**config.mk**
```make
export PLATFORM = sky130hd
export DESIGN_NAME = wb_unit_flat
export DESIGN_NICKNAME = d
export VERILOG_FILES = /design/src/rtl/wb_pkg.sv /design/src/rtl/wb_unit_if.sv /design/src/rtl/load_align.sv /design/src/rtl/wb_unit.sv /design/src/flat_wrapper.sv
export SDC_FILE = /design/constraint.sdc
export NUM_CORES = 1
export LEC_CHECK = 0
export ABC_AREA = 1
export ABC_CLOCK_PERIOD_IN_PS = 2650
export CORE_ASPECT_RATIO = 1.75
export CORE_MARGIN = 5
export CORE_UTILIZATION = 45
export CTS_CLUSTER_SIZE = 10
export DETAILED_ROUTE_END_ITERATION = 16
export GPL_ROUTABILITY_DRIVEN = 0
export PLACE_DENSITY = 0.78
export SLEW_MARGIN = 10
export SYNTH_ARGS = -nofsm -noshare
export SYNTH_HDL_FRONTEND = slang
export SYNTH_SLANG_ARGS = --single-unit
```
**constraint.sdc**
```tcl
create_clock -name clk -period 2.65 [get_ports clk]
set_input_delay 0.53 -clock clk [delete_from_list [all_inputs] [get_ports clk]]
set_output_delay 0.53 -clock clk [all_outputs]
set_load 0.05 [all_outputs]
```
**src/rtl/wb_pkg.sv**
```systemverilog
// Shared encodings for the writeback stage: source-select codes and load funct3 values.
package wb_pkg;

  localparam logic [1:0] WB_SRC_ALU = 2'b00;
  localparam logic [1:0] WB_SRC_MEM = 2'b01;
  localparam logic [1:0] WB_SRC_PC4 = 2'b10;

  typedef enum logic [2:0] {
    LB  = 3'b000,
    LH  = 3'b001,
    LW  = 3'b010,
    LD  = 3'b011,
    LBU = 3'b100,
    LHU = 3'b101,
    LWU = 3'b110
  } load_f3_e;

endpackage

```
**src/rtl/wb_unit_if.sv**
```systemverilog
// MEM/WB slot, flush/stall handshake and register-file write port of the writeback stage.
interface wb_unit_if #(
  parameter int XLEN  = 32,
  parameter int CNT_W = 64
) ();

  localparam int OFF_W = $clog2(XLEN/8);

  logic             VALID_MW;
  logic             RegWrite_MW;
  logic [4:0]       RD_MW;
  logic [1:0]       MemtoReg_MW;
  logic [2:0]       Funct3_MW;
  logic [OFF_W-1:0] ADDR_LO_MW;
  logic [XLEN-1:0]  MEM_DATA_MW;
  logic             MEM_RDY_MW;
  logic [XLEN-1:0]  PC4_MW;
  logic [XLEN-1:0]  RD_VAL_MW;
  logic             FLUSH_WB;
  logic             STALL_WB;
  logic             RF_WE;
  logic [4:0]       RF_WADDR;
  logic [XLEN-1:0]  RF_WDATA;
  logic             EXC_MISALIGN;
  logic             EXC_ILLEGAL;
  logic [CNT_W-1:0] INSTRET;

  modport master (
    output VALID_MW, RegWrite_MW, RD_MW, MemtoReg_MW, Funct3_MW, ADDR_LO_MW,
           MEM_DATA_MW, MEM_RDY_MW, PC4_MW, RD_VAL_MW, FLUSH_WB,
    input  STALL_WB, RF_WE, RF_WADDR, RF_WDATA, EXC_MISALIGN, EXC_ILLEGAL, INSTRET
  );

  modport slave (
    input  VALID_MW, RegWrite_MW, RD_MW, MemtoReg_MW, Funct3_MW, ADDR_LO_MW,
           MEM_DATA_MW, MEM_RDY_MW, PC4_MW, RD_VAL_MW, FLUSH_WB,
    output STALL_WB, RF_WE, RF_WADDR, RF_WDATA, EXC_MISALIGN, EXC_ILLEGAL, INSTRET
  );

endinterface

```
**src/rtl/load_align.sv**
```systemverilog
// Combinational load-data extraction: picks the addressed byte/half/word/double,
// sign- or zero-extends it to XLEN and flags illegal or misaligned accesses.
module load_align
  import wb_pkg::*;
#(
  parameter  int XLEN  = 32,
  localparam int OFF_W = $clog2(XLEN/8)
) (
  input  logic [2:0]       funct3,
  input  logic [OFF_W-1:0] offset,
  input  logic [XLEN-1:0]  word,
  output logic [XLEN-1:0]  data,
  output logic             misalign,
  output logic             illegal
);

  logic [XLEN-1:0] shifted;

  assign shifted = word >> {offset, 3'b000};

  // Misalignment is only reported for legal encodings, so an illegal funct3 raises one flag.
  always_comb begin
    data     = '0;
    misalign = 1'b0;
    illegal  = 1'b0;
    case (funct3)
      LB:  data = XLEN'($signed(shifted[7:0]));
      LBU: data = XLEN'(shifted[7:0]);
      LH: begin
        data     = XLEN'($signed(shifted[15:0]));
        misalign = offset[0];
      end
      LHU: begin
        data     = XLEN'(shifted[15:0]);
        misalign = offset[0];
      end
      LW: begin
        data     = XLEN'($signed(shifted[31:0]));
        misalign = |offset[1:0];
      end
      LWU: begin
        if (XLEN == 64) begin
          data     = XLEN'(shifted[31:0]);
          misalign = |offset[1:0];
        end else begin
          illegal = 1'b1;
        end
      end
      LD: begin
        if (XLEN == 64) begin
          data     = shifted;
          misalign = |offset;
        end else begin
          illegal = 1'b1;
        end
      end
      default: illegal = 1'b1;
    endcase
  end

endmodule

```
**src/rtl/wb_unit.sv**
```systemverilog
// Writeback stage: holds a late load, selects the writeback source and registers the
// register-file write port, load exceptions and the retired-instruction counter.
module wb_unit
  import wb_pkg::*;
#(
  parameter int XLEN  = 32,
  parameter int CNT_W = 64
) (
  input  logic     clk,
  input  logic     rst,
  wb_unit_if.slave wb
);

  if (XLEN != 32 && XLEN != 64) begin : g_bad_xlen
    $error("wb_unit: XLEN must be 32 or 64");
  end

  logic             is_load;
  logic             wait_ld;
  logic             accept;
  logic             exc;
  logic [XLEN-1:0]  ld_data;
  logic             ld_mis;
  logic             ld_ill;
  logic [XLEN-1:0]  wb_data;

  logic             rf_we_q;
  logic [4:0]       rf_waddr_q;
  logic [XLEN-1:0]  rf_wdata_q;
  logic             exc_mis_q;
  logic             exc_ill_q;
  logic [CNT_W-1:0] instret_q;

  load_align #(.XLEN(XLEN)) u_align (
    .funct3   (wb.Funct3_MW),
    .offset   (wb.ADDR_LO_MW),
    .word     (wb.MEM_DATA_MW),
    .data     (ld_data),
    .misalign (ld_mis),
    .illegal  (ld_ill)
  );

  // A flush wins over a pending load, so a killed load never stalls the pipe.
  assign is_load = (wb.MemtoReg_MW == WB_SRC_MEM);
  assign wait_ld = wb.VALID_MW & is_load & ~wb.MEM_RDY_MW & ~wb.FLUSH_WB;
  assign accept  = wb.VALID_MW & ~wb.FLUSH_WB & ~wait_ld;
  assign exc     = is_load & (ld_mis | ld_ill);

  always_comb begin
    wb_data = wb.RD_VAL_MW;
    case (wb.MemtoReg_MW)
      WB_SRC_ALU: wb_data = wb.RD_VAL_MW;
      WB_SRC_MEM: wb_data = ld_data;
      WB_SRC_PC4: wb_data = wb.PC4_MW;
      default:    wb_data = wb.RD_VAL_MW;
    endcase
  end

  // Address/data only move on accept so the forwarding value stays stable across bubbles.
  always_ff @(posedge clk) begin
    if (rst) begin
      rf_we_q    <= 1'b0;
      rf_waddr_q <= '0;
      rf_wdata_q <= '0;
      exc_mis_q  <= 1'b0;
      exc_ill_q  <= 1'b0;
      instret_q  <= '0;
    end else begin
      rf_we_q   <= accept & wb.RegWrite_MW & (wb.RD_MW != 5'd0) & ~exc;
      exc_mis_q <= accept & is_load & ld_mis;
      exc_ill_q <= accept & is_load & ld_ill;
      if (accept) begin
        rf_waddr_q <= wb.RD_MW;
        rf_wdata_q <= wb_data;
      end
      if (accept && !exc) begin
        instret_q <= instret_q + CNT_W'(1);
      end
    end
  end

  assign wb.STALL_WB     = wait_ld & ~rst;
  assign wb.RF_WE        = rf_we_q;
  assign wb.RF_WADDR     = rf_waddr_q;
  assign wb.RF_WDATA     = rf_wdata_q;
  assign wb.EXC_MISALIGN = exc_mis_q;
  assign wb.EXC_ILLEGAL  = exc_ill_q;
  assign wb.INSTRET      = instret_q;

endmodule

```
**src/flat_wrapper.sv**
```systemverilog
// flat-port wrapper written by rule: the top's interface ports become plain ports
module wb_unit_flat import wb_pkg::*;
#(
  parameter int XLEN  = 32,
  parameter int CNT_W = 64
)
  (clk, rst, wb_VALID_MW, wb_RegWrite_MW, wb_RD_MW, wb_MemtoReg_MW, wb_Funct3_MW, wb_ADDR_LO_MW, wb_MEM_DATA_MW, wb_MEM_RDY_MW, wb_PC4_MW, wb_RD_VAL_MW, wb_FLUSH_WB, wb_STALL_WB, wb_RF_WE, wb_RF_WADDR, wb_RF_WDATA, wb_EXC_MISALIGN, wb_EXC_ILLEGAL, wb_INSTRET);
  wb_unit_if #(.XLEN(XLEN), .CNT_W(CNT_W)) wb_i ();
  input  logic clk;
  input  logic rst;
  input wire logic [$bits(wb_i.VALID_MW)-1:0] wb_VALID_MW;
  input wire logic [$bits(wb_i.RegWrite_MW)-1:0] wb_RegWrite_MW;
  input wire logic [$bits(wb_i.RD_MW)-1:0] wb_RD_MW;
  input wire logic [$bits(wb_i.MemtoReg_MW)-1:0] wb_MemtoReg_MW;
  input wire logic [$bits(wb_i.Funct3_MW)-1:0] wb_Funct3_MW;
  input wire logic [$bits(wb_i.ADDR_LO_MW)-1:0] wb_ADDR_LO_MW;
  input wire logic [$bits(wb_i.MEM_DATA_MW)-1:0] wb_MEM_DATA_MW;
  input wire logic [$bits(wb_i.MEM_RDY_MW)-1:0] wb_MEM_RDY_MW;
  input wire logic [$bits(wb_i.PC4_MW)-1:0] wb_PC4_MW;
  input wire logic [$bits(wb_i.RD_VAL_MW)-1:0] wb_RD_VAL_MW;
  input wire logic [$bits(wb_i.FLUSH_WB)-1:0] wb_FLUSH_WB;
  output wire logic [$bits(wb_i.STALL_WB)-1:0] wb_STALL_WB;
  output wire logic [$bits(wb_i.RF_WE)-1:0] wb_RF_WE;
  output wire logic [$bits(wb_i.RF_WADDR)-1:0] wb_RF_WADDR;
  output wire logic [$bits(wb_i.RF_WDATA)-1:0] wb_RF_WDATA;
  output wire logic [$bits(wb_i.EXC_MISALIGN)-1:0] wb_EXC_MISALIGN;
  output wire logic [$bits(wb_i.EXC_ILLEGAL)-1:0] wb_EXC_ILLEGAL;
  output wire logic [$bits(wb_i.INSTRET)-1:0] wb_INSTRET;
  assign wb_i.VALID_MW = wb_VALID_MW;
  assign wb_i.RegWrite_MW = wb_RegWrite_MW;
  assign wb_i.RD_MW = wb_RD_MW;
  assign wb_i.MemtoReg_MW = wb_MemtoReg_MW;
  assign wb_i.Funct3_MW = wb_Funct3_MW;
  assign wb_i.ADDR_LO_MW = wb_ADDR_LO_MW;
  assign wb_i.MEM_DATA_MW = wb_MEM_DATA_MW;
  assign wb_i.MEM_RDY_MW = wb_MEM_RDY_MW;
  assign wb_i.PC4_MW = wb_PC4_MW;
  assign wb_i.RD_VAL_MW = wb_RD_VAL_MW;
  assign wb_i.FLUSH_WB = wb_FLUSH_WB;
  assign wb_STALL_WB = wb_i.STALL_WB;
  assign wb_RF_WE = wb_i.RF_WE;
  assign wb_RF_WADDR = wb_i.RF_WADDR;
  assign wb_RF_WDATA = wb_i.RF_WDATA;
  assign wb_EXC_MISALIGN = wb_i.EXC_MISALIGN;
  assign wb_EXC_ILLEGAL = wb_i.EXC_ILLEGAL;
  assign wb_INSTRET = wb_i.INSTRET;
  wb_unit #(.XLEN(XLEN), .CNT_W(CNT_W)) u_core (.clk(clk), .rst(rst), .wb(wb_i));
endmodule
```
==> flow_summary.toml <==
[min_path]
min_from = "u_core.wb.RF_WDATA[1]$_SDFFE_PP0P_"
worstHoldPathCells = 2
hold_end = "u_core.wb.RF_WDATA[1]$_SDFFE_PP0P_"
hold_path_class = "flip-flop to flip-flop"

[clocking]
clk_latency_ps = 370
cts_tree = "yes"
cts_hold_buf = 0
postCtsSetupRepairBufs = 0
cts-root-buf = "clkbuf_16"
cts_buffers = 9
htreeDepth = 3
cts_resized = 0
clk_pin_slew_ps = 80
cts.sinks = 104
clock_path_buffers = 2

[power_and_ir_drop]
irDropWorstVdd_mv = 0.2844
p_leak_nw = 3.605
p_per_area_nw_per_um2 = 395.6

[setup_path]
timing.rr.start = "u_core.wb.INSTRET[1]$_SDFFE_PP0P_"
cp_max_fo = 6
reg2reg_depth = 8
end_kind = "output pin"
crit_path_start_kind = "input pin"
setup.worst_path.class = "input pin to output pin"
arrival_ps = 2010
startpoint = "wb_MemtoReg_MW[0]"
regToRegEndpoint = "u_core.wb.INSTRET[50]$_SDFFE_PP0P_"
crit_required_ps = 2120
reg2reg_setup_slack_ps = 600

[logic_synthesis]
syn_nets = 1336
yosysWarnings = 0
synth_cells = 1219
synth.distinct_cells = 37
syn_avg_cell_area_um2 = 5.859
ys_ff_latch = 104
synth_area_um2 = 7142
yosysSeqAreaShare_pct = 29.15

[sta]
hold_slack_ps = 470.5
rsz0062_at_grt = "false"
max_slew_margin_pct = 56.56
period_share_pct = 95.94
timing.final.max_slew_violations = 0
finalSetupTns_ps = 0
timing.fmax_mhz = 393.3
skew_ps = 17.48
worstMarginPinSlew_ps = 650.9
finalCriticalPeriod_ps = 2542
setup_viol = 0
finalHoldViolations = 0

[global_route]
gr-total-overflow = 0
grt_max_degree = 55
grt.total_usage_pct = 29.43
antenna_found_initial = 0
grt_pass1_vias = 8352
grt_pass1_wl_um = 43400

[route]
routedWlPerCell_um = 17.51
remaining_drc_errors = 0
dr.pass1.iters = 5
drt-total-wl_um = 28170
final_antenna_net_count = 0
wl_met1_um = 9174
viasPerCell = 5.526
drt_iter0_drc = 421
highest_layer = "met4"
wl_met2_um = 14650
num_vias = 8891
wl_met3_um = 2414

[outcome]
status = "finished clean"

[flow_run]
drv_cap = 0

[floorplan]
start_util_pct = 45.42
die_y_um = 176.7
die_area_um2 = 18590
coreArea_um2 = 15720
num_rows = 61
die_w_um = 105.2
num_io_pins = 219

[place]
dp_hpwl_um = 22100
dp_cells = 1593
port_buffers = 218

[final_layout]
area_growth_pct = 37.60
layout_common_cells = "nand2_1 (444), clkdlybuf4s50_1 (216), nor2_1 (143)"
drive_above_1_share_pct = 6.901
layout_commonest_cell = "nand2_1"
final_nets = 1532
finalNonFillerCells = 1609
n_antenna_cell = 0
[area by class of cell]
| class | count | area, um^2 |
|---|---|---|
| multi-input cells | 976 | 4474 |
| repair buffers | 242 | 2417 |
| fillers | 1495 | 5896 |
| well taps | 189 | 236.5 |
| flip-flops and latches | 104 | 2082 |
| clock inverters | 7 | 81.33 |
| clock buffers | 9 | 225.2 |
| inverters | 82 | 310.3 |
[registers in the layout (all words and copies together), names as in the netlist]
register,cells
u_core.wb.RF_WADDR,5
u_core.wb.EXC_ILLEGAL,1
u_core.wb.EXC_MISALIGN,1
u_core.wb.RF_WDATA,32
u_core.wb.INSTRET,64
u_core.wb.RF_WE,1
[report_power, final]
group          switching, W  leakage [nW]  internal [W]
clock              0.000721         0.150      0.000681
combinational      0.000506          2.61      0.000355
sequential        0.0000227         0.844       0.00160
[how the worst max path moves through the flow]
stage	end	slack [ps]	cells after the start
2_1_floorplan	wb_STALL_WB	260	5
6_report	wb_STALL_WB	110	5
3_3_place_gp	wb_STALL_WB	160	5
4_1_cts	wb_STALL_WB	110	5
3_5_place_dp	wb_STALL_WB	120	5
5_1_grt	wb_STALL_WB	30	5
[Yosys cell counts]
cell       number  area, um^2
a2111oi_0       1       8.760
a21o_1          1       7.510
a21oi_1       118       590.6
a21oi_2         2       17.52
a311oi_1        1       8.760
a31oi_1         2       12.51
and3_1          2       12.51
buf_1           3       11.26
buf_2          15       75.07
buf_4           7       52.55
buf_6           4       45.04
clkbuf_1       28       105.1
dfxtp_1       104        2082
ha_1            3       37.54
inv_1          79       296.5
inv_2           2       7.510
inv_4           1       6.260
nand2_1       444        1667
nand2_2         5       31.28
nand3_1        81       405.4
nand3_2         8       80.08
nand4_1        21       131.4
nor2_1        143       536.8
nor2_2         11       68.82
nor2_4          8       90.09
nor3_1          7       35.03
nor3_2          1       10.01
nor3b_1         1       7.510
nor3b_2         1       12.51
nor4_1          4       25.02
o211ai_1        8       60.06
o21ai_0        67       335.3
o21ai_1         1       5.000
o21bai_1        2       15.01
or2_2          16       100.1
xnor2_1        13       113.9
xor2_1          4       35.03
[layer usage]
layer | vias up | GRT usage, %
met5 | - | 0
met1 | 3998 | 28.54
met4 | 0 | 17.65
met3 | 122 | 7.083
met2 | 454 | 54.99
li1 | 4317 | -
[through the flow]
stage | util, % | setup slack (ps) | power, W | instance area [um^2]
2_1_floorplan | - | 255.5 | 0.002131 | 7148
3_3_place_gp | 60.55 | 157.1 | 0.002510 | 9520
3_5_place_dp | 60.55 | 117.9 | 0.002515 | 9520
4_1_cts | 62.50 | 114.7 | 0.003893 | 9827
5_1_grt | 62.50 | 30.68 | 0.004035 | 9827
6_report | 62.50 | 107.6 | 0.003888 | 9827
[cell families after synthesis]
group	Yosys count	synth area share, %
adders and majority gates	3	0.5256
buffers and inverters	139	8.392
AOI/OAI and AO/OA	203	14.86
and+or+nand+nor	753	44.99
DFF	104	29.15
xor gates and xnor gates	17	2.085
[worst max-delay path, stage by stage]
cell	delay, ps
clkdlybuf4s50_1	490
ha_1	310
inv_1	140
nor4_2	350
buf_12	190
(Power assumes the default switching activity.)
